[config.mk]
export PLATFORM = sky130hd
export DESIGN_NAME = dpram_fifo_ctrl_flat
export DESIGN_NICKNAME = d
export VERILOG_FILES = /design/src/rtl/dpram_fifo_ctrl_if.sv /design/src/rtl/dpram_fifo_ctrl.sv /design/src/flat_wrapper.sv
export SDC_FILE = /design/constraint.sdc
export NUM_CORES = 1
export LEC_CHECK = 0
export ABC_AREA = 1
export CAP_MARGIN = 20
export CORE_ASPECT_RATIO = 0.6
export CORE_UTILIZATION = 41
export DETAILED_ROUTE_END_ITERATION = 6
export GPL_TIMING_DRIVEN = 0
export HOLD_SLACK_MARGIN = 0.1
export PLACE_DENSITY = 0.75
export RECOVER_POWER = 25
export SYNTH_ARGS = -nofsm -noshare
export SYNTH_HDL_FRONTEND = slang
export SYNTH_SLANG_ARGS = --single-unit
[constraint.sdc]
create_clock -name clk -period 1.95 [get_ports clk]
set_clock_uncertainty 0.1 [all_clocks]
set_input_delay 0.585 -clock clk [delete_from_list [all_inputs] [get_ports clk]]
set_output_delay 0.585 -clock clk [all_outputs]
set_load 0.05 [all_outputs]
[src/rtl/dpram_fifo_ctrl_if.sv]
// User-side bundle of the FIFO controller: push/pop requests plus status.
//
// Request semantics: wr_en and rd_en are plain requests with no ready
// signal in return. A request is taken on the rising edge only if the
// start-of-cycle flags permit it. A push is taken when ~full and a pop
// is taken when ~empty. A refused request raises overflow/underflow for
// exactly one cycle after that edge. A taken pop presents its word on
// rd_data with rd_valid high for the cycle after the edge.
interface dpram_fifo_ctrl_if #(
    parameter int DW = 4,
    parameter int AW = 5
);
    logic          wr_en;
    logic [DW-1:0] wr_data;
    logic          rd_en;
    logic [DW-1:0] rd_data;
    logic          rd_valid;
    logic          full;
    logic          empty;
    logic [AW:0]   count;
    logic          overflow;
    logic          underflow;

    // Producer/consumer side (drives requests, observes status).
    modport master (
        output wr_en, wr_data, rd_en,
        input  rd_data, rd_valid, full, empty, count, overflow, underflow
    );

    // FIFO controller side.
    modport slave (
        input  wr_en, wr_data, rd_en,
        output rd_data, rd_valid, full, empty, count, overflow, underflow
    );
endinterface

[src/rtl/dpram_fifo_ctrl.sv]
// FIFO controller wrapped around an external 2**AW x DW dual-port RAM with
// synchronous write and asynchronous read. This block owns the pointers,
// the occupancy count, the flags and the registered read-data stage.
module dpram_fifo_ctrl #(
    parameter int DW = 4,
    parameter int AW = 5
) (
    input  logic          clk,
    input  logic          rst,
    dpram_fifo_ctrl_if.slave fif,
    output logic          ram_we,
    output logic [AW-1:0] ram_a,
    output logic [DW-1:0] ram_di,
    output logic [AW-1:0] ram_dpra,
    input  logic [DW-1:0] ram_dpo
);
    localparam logic [AW:0] DEPTH = {1'b1, {AW{1'b0}}};

    logic [AW-1:0] wptr_q, wptr_d;
    logic [AW-1:0] rptr_q, rptr_d;
    logic [AW:0]   count_q, count_d;
    logic          full_q, full_d;
    logic          empty_q, empty_d;
    logic [DW-1:0] rd_data_q, rd_data_d;
    logic          rd_valid_q, rd_valid_d;
    logic          overflow_q, overflow_d;
    logic          underflow_q, underflow_d;
    logic          push, pop;

    // Acceptance from start-of-cycle flags, then next-state for every register.
    always_comb begin
        push        = fif.wr_en & ~full_q;
        pop         = fif.rd_en & ~empty_q;
        wptr_d      = wptr_q;
        rptr_d      = rptr_q;
        count_d     = count_q;
        rd_data_d   = rd_data_q;
        rd_valid_d  = pop;
        if (push) wptr_d = wptr_q + 1'b1;
        if (pop) begin
            rptr_d    = rptr_q + 1'b1;
            rd_data_d = ram_dpo;
        end
        case ({push, pop})
            2'b10:   count_d = count_q + 1'b1;
            2'b01:   count_d = count_q - 1'b1;
            default: count_d = count_q;
        endcase
        // Flags come from the next count, never from pointer equality.
        full_d      = (count_d == DEPTH);
        empty_d     = (count_d == '0);
        overflow_d  = fif.wr_en & full_q;
        underflow_d = fif.rd_en & empty_q;
    end

    // State registers with synchronous reset.
    always_ff @(posedge clk) begin
        if (rst) begin
            wptr_q      <= '0;
            rptr_q      <= '0;
            count_q     <= '0;
            full_q      <= 1'b0;
            empty_q     <= 1'b1;
            rd_data_q   <= '0;
            rd_valid_q  <= 1'b0;
            overflow_q  <= 1'b0;
            underflow_q <= 1'b0;
        end else begin
            wptr_q      <= wptr_d;
            rptr_q      <= rptr_d;
            count_q     <= count_d;
            full_q      <= full_d;
            empty_q     <= empty_d;
            rd_data_q   <= rd_data_d;
            rd_valid_q  <= rd_valid_d;
            overflow_q  <= overflow_d;
            underflow_q <= underflow_d;
        end
    end

    // RAM port drive: the write is suppressed while reset is asserted.
    always_comb begin
        ram_we   = push & ~rst;
        ram_a    = wptr_q;
        ram_di   = fif.wr_data;
        ram_dpra = rptr_q;
    end

    // Status outputs straight from registers.
    always_comb begin
        fif.rd_data   = rd_data_q;
        fif.rd_valid  = rd_valid_q;
        fif.full      = full_q;
        fif.empty     = empty_q;
        fif.count     = count_q;
        fif.overflow  = overflow_q;
        fif.underflow = underflow_q;
    end
endmodule

[src/flat_wrapper.sv]
// flat-port wrapper written by rule: the top's interface ports become plain ports
module dpram_fifo_ctrl_flat 
#(
    parameter int DW = 4,
    parameter int AW = 5
)
  (clk, rst, ram_we, ram_a, ram_di, ram_dpra, ram_dpo, fif_wr_en, fif_wr_data, fif_rd_en, fif_rd_data, fif_rd_valid, fif_full, fif_empty, fif_count, fif_overflow, fif_underflow);
  dpram_fifo_ctrl_if #(.DW(DW), .AW(AW)) fif_i ();
  input  logic clk;
  input  logic rst;
  output logic ram_we;
  output logic [AW-1:0] ram_a;
  output logic [DW-1:0] ram_di;
  output logic [AW-1:0] ram_dpra;
  input  logic [DW-1:0] ram_dpo;
  input wire logic [$bits(fif_i.wr_en)-1:0] fif_wr_en;
  input wire logic [$bits(fif_i.wr_data)-1:0] fif_wr_data;
  input wire logic [$bits(fif_i.rd_en)-1:0] fif_rd_en;
  output wire logic [$bits(fif_i.rd_data)-1:0] fif_rd_data;
  output wire logic [$bits(fif_i.rd_valid)-1:0] fif_rd_valid;
  output wire logic [$bits(fif_i.full)-1:0] fif_full;
  output wire logic [$bits(fif_i.empty)-1:0] fif_empty;
  output wire logic [$bits(fif_i.count)-1:0] fif_count;
  output wire logic [$bits(fif_i.overflow)-1:0] fif_overflow;
  output wire logic [$bits(fif_i.underflow)-1:0] fif_underflow;
  assign fif_i.wr_en = fif_wr_en;
  assign fif_i.wr_data = fif_wr_data;
  assign fif_i.rd_en = fif_rd_en;
  assign fif_rd_data = fif_i.rd_data;
  assign fif_rd_valid = fif_i.rd_valid;
  assign fif_full = fif_i.full;
  assign fif_empty = fif_i.empty;
  assign fif_count = fif_i.count;
  assign fif_overflow = fif_i.overflow;
  assign fif_underflow = fif_i.underflow;
  dpram_fifo_ctrl #(.DW(DW), .AW(AW)) u_core (.clk(clk), .rst(rst), .fif(fif_i), .ram_we(ram_we), .ram_a(ram_a), .ram_di(ram_di), .ram_dpra(ram_dpra), .ram_dpo(ram_dpo));
endmodule
### Word level (Yosys, flattened, before mapping)

Index checks and enable logic that the tools add are counted.
Widths: inputs -> output; s select.

| word-level totals | value |
|---|---|
| output and inout bits | 30 |
| bits in registers | 25 |
| input bits | 12 |
| latch bits | 0 |
| word-level logic and storage cells | 26 |
| memories kept | 0 |
| memory bits (writable) | 0 |
| bits in read-only memories | 0 |

| operators by class | value |
|---|---|
| bitwise gates (word level) | 8 |
| reduce and logical (&&, ||, !) cells | 1 |
| multiplexer cells | 1 |
| shifts and indexed selects | 0 |
| add/sub/neg operators | 4 |
| multipliers | 0 |
| equality and inequality tests | 3 |
| order comparisons | 0 |
| div/mod/pow operators | 0 |

Operator list:

| kind | count |
|---|---|
| $pmux 6 s2 | 1 |
| $add 5x1->5 const B | 2 |
| $add 6x1->6 const B | 1 |
| $eq 6x6->1 const B | 1 |
| $logic_not 6->1 | 1 |
| $sub 6x1->6 const B | 1 |
| $and 1x1->1 | 5 |
| $not 1->1 | 3 |
| $eq 2x1->1 const B | 1 |
| $eq 2x2->1 const B | 1 |

### Longest topological paths before layout

| depth | value |
|---|---|
| depth in word-level cells | 5 |
| depth in mapped cells | 19 |
| depth with buffers taken out | 19 |

### Least setup slack after synthesis

OpenSTA, ideal clock, no wires.

| path | value |
|---|---|
| kind | input-to-output |
| start | input rst |
| end | output ram_we |
| path buffers | 2 |
| arrival | 1606 ps |
| required time | 1265 ps |
| slack | -341 ps |
| cell stages on the path | 3 |
| path through | clkbuf_1 clkbuf_1 nor2_1 |

| between the ends | value |
|---|---|
| cells in the longest elaborated chain, start to end | 2 |

Ends and longest elaborated chain:

| element | line | text |
|---|---|---|
| from (decl) | flat_wrapper.sv:10 | `input logic rst;` |
| $not 1->1 | dpram_fifo_ctrl.sv:83 | `ram_we = push & ~rst;` |
| $and 1x1->1 | dpram_fifo_ctrl.sv:83 |  |
| to (decl) | flat_wrapper.sv:11 | `output logic ram_we;` |

No other way between the ends.

### Worst setup path after layout

| path | value |
|---|---|
| start | input fif_rd_en |
| end | register u_core.empty_q (netlist: u_core.fif.empty) |

| between the ends | value |
|---|---|
| cells in the longest elaborated chain, start to end | 4 |
| elaborated cells on any way between the ends | 5 |
| classes of those cells | eq/ne (2); mux (1); bitwise (1); reduce/logical (1) |

Ends and longest elaborated chain:

| element | line | text |
|---|---|---|
| from (decl) | flat_wrapper.sv:18 | `input wire logic [$bits(fif_i.rd_en)-1:0] fif_rd_en;` |
| $and 1x1->1 (*) | dpram_fifo_ctrl.sv:33 | `pop = fif.rd_en & ~empty_q;` |
| $eq 2x1->1 or $eq 2x2->1 (tied branches) | dpram_fifo_ctrl.sv:44 | `case ({push, pop})` |
| $pmux 6 s2 (*) | dpram_fifo_ctrl.sv:44 |  |
| $logic_not 6->1 (*) | dpram_fifo_ctrl.sv:51 | `empty_d = (count_d == '0);` |
| to (signal assigned) | dpram_fifo_ctrl.sv:73 | `empty_q <= empty_d;` |
| to (decl) | dpram_fifo_ctrl.sv:23 | `logic empty_q, empty_d;` |

Every way passes the cells marked *; elsewhere a longest branch is shown, timed or not.
A chain may end at the register's enable or synchronous reset.

==> run metrics <==
CTS sink cnt 25; PortBufs 36; RSZ-0062 raised after global routing true; via/cell ratio approximately 4.8; layout cells sized above 1 between 30% and 40%; hold crit path type flop to flop; arrival time worst endpoint approximately 2.1 ns; via count approximately 1300; placer's final routability congestion estimate approximately 0.88; Post-Syn Area per Cell between 7 and 8 um2; synth-to-layout area growth 47.6%; sequential area share after synthesis between 30 and 40%; DRT iter0 DRCs 102; H-tree Lvls 1; Chip Height 46.1 um; Worst Path Max Fanout 4; Routed Antenna Nets 0; Critical Path Sink Type flop; Worst-path clk slew about 0.080 ns; router iterations before antenna repair 4; Worst-Margin Slew around 0.5 ns; area leader, netlist dfxtp_1; CTS tree yes; initial antenna violation count 0; Max Cap Viol 0; largest cells by area after synthesis dfxtp_1 (38%), nand2_1 (12%), inv_1 (5.4%); slew margin rel. 66.1%; Layout Cells excl Fill 278; min Tclk post-route 1.97 ns; endpoints failing hold 0; Syn Nets 198; status finished, violations left; num ports 42; Post-Syn Instances about 180; Synth cell types 29; vias in the first global route around 1200; drc violations 0; Root Buffer clkbuf_8; dpl cells 260; Wirelength per Cell roughly 12 um; Die ar. ~3500 um2; #FFs+latches synth 25; CP startpoint kind primary input; critical setup path kind primary input to flop; fin worst setup slack -0.0159 ns; die span in x about 75 um; Syn Std Cell Area about 1300 um2; power per cell area between 1000 and 1500 nW/um2; layout net count between 200 and 300; first-pass GRT wire length between 5000 and 6000 um; DP Wirelength between 2000 and 3000 um; TritonCTS buffer count 3; Yosys warning count 0; Initial Utilization roughly 45%; Final Cycle Share 101%; GRT Residual Overflow 0; area of the core 2970 um2; pin count of the biggest net entering global routing 14; Max Fclk a little over 500 MHz; ANT cells 0; drt total wl 3460 um; fin. max-slew vios 0; Rows 15; CTS Buffer Depth 2; WP data required ~2.0 ns; pre-CTS WS -1.03 ns; clock latency on the worst-skew pair roughly 0.27 ns; top cell type's share of synthesized area 37.7%; failing checks setup timing; gr usage total 21.8%; total leakage power 0.979 nW; Worst IR Drop VDD slightly below 0.0009 V; Final setup viols 1
[per-layer routing]
metal	routed length, um	vias up	track usage (%)
met3	219	0	5.91
li1	-	690	-
met1	1560	595	28.3
met4	0	0	3.33
met2	1680	45	37.5
met5	0	-	0
[cells in the mapped netlist, drive strengths merged]
cell type   n
o21ai       4
nor3        7
xnor2       1
inv        24
nand3b      1
nor2b       1
xor2        1
a31oi       2
nor2       20
buf         4
ha          4
a21oi      11
clkinv      1
nand3      11
nand4       3
dfxtp      25
nor3b       4
clkbuf      4
and3        2
nand2      52
[power by group]
part	switching [W]	internal, W
sequential	0.000131	0.000617
combinational	0.000947	0.000545
clock	0.000160	0.000146
[metrics by stage]
step	util [%]	area [um2]	power (W)	hold WS [ns]	setup TNS, ns
CTS	65.0	1930	0.00250	0.368	0
global placement	60.8	1800	0.00203	0.354	-8.28
global route	66.2	1960	0.00270	0.395	-0.179
floorplan	-	1390	0.00170	0.508	-0.112
finish	66.2	1960	0.00255	0.367	-0.0159
detailed placement	60.8	1800	0.00206	0.359	-8.78
[final timing paths]
path,startpoint,to,slack (ns),cells past startpoint
setup reg to reg,u_core.fif.empty,u_core.fif.empty,0.01,16
hold / removal,u_core.fif.rd_data[1],u_core.fif.rd_data[1],0.37,2
setup / recovery,fif_rd_en,u_core.fif.empty,-0.02,18
hold reg to reg,u_core.fif.rd_data[1],u_core.fif.rd_data[1],0.37,2
[cell families (layout without fill, tap and decap cells)]
kind of cell | Yosys count | after routing | synth area share (%)
compound gates | 17 | 17 | 6.87
xor+xnor | 2 | 2 | 1.32
fa+ha+maj | 4 | 4 | 3.77
buf+inv | 33 | 87 | 10.5
flops | 25 | 25 | 37.7
simple gates | 101 | 101 | 39.9
[worst max-delay path, stage by stage]
cell and delay (ns):
buf_12 0.09, inv_12 0.03, nor2_8 0.12, nand3_2 0.11
nand2_2 0.09, inv_2 0.04, ha_4 0.14, inv_2 0.04
nand2_2 0.06, inv_2 0.06, nand2_2 0.05, nand3_2 0.06
nand2_1 0.05, nor2_1 0.11, nand3_1 0.10, nor2_2 0.12
nor2_2 0.05, nor2_2 0.12
[sequential cells by signal (all words and copies together) (netlist names)]
register,flops
u_core.fif.count,6
u_core.fif.empty,1
u_core.fif.full,1
u_core.fif.overflow,1
u_core.fif.rd_data,4
u_core.fif.rd_valid,1
u_core.fif.underflow,1
u_core.ram_a,5
u_core.ram_dpra,5
[layout by cell type, fill, tap and decap left out, types with 2 or more instances in the layout]
cell             synthesis  routed
and3_1                   2       2
ha_1                     4       2
clkdlybuf4s15_1          0       2
nor2_2                   2       3
dfxtp_2                  0       2
nand4_1                  3       3
ha_4                     0       2
nor2_1                  15      13
clkbuf_8                 0       4
nand2_4                  3       5
nor2_8                   2       2
clkbuf_1                 4       2
nor2_4                   1       2
buf_4                    4      19
clkdlybuf4s50_1          0       4
dfxtp_1                 25      22
a31oi_1                  2       2
dlygate4sd2_1            0      24
nand2_2                  7       9
nor3_1                   7       7
inv_2                    5       7
inv_1                   19      16
nand3_1                  9       7
o21ai_2                  1       2
clkbuf_2                 0       3
nor3b_1                  4       4
nand3_2                  2       4
a21oi_1                 11      11
nand2_1                 42      38
[cell type report]
class                   count  area (um2)
repair buffers             51         439
fillers                   264        1000
multi-input cells         124         758
inverters                  25         108
flip-flops and latches     25         507
plain buffers               7        52.6
well taps                  42        52.6
clock buffers               4        45.0
[timing repair]
| action | 4_1_cts | 5_1_grt |
|---|---|---|
| hold endpoints to repair | 0 | 0 |
| endpoints found under the setup margin | 38 | 7 |
| resized for setup | 61 | 10 |
| pin swaps | 12 | 4 |
| buffers inserted | 11 | 4 |
| hold buffers | 0 | 0 |
(Power assumes the default switching activity.)
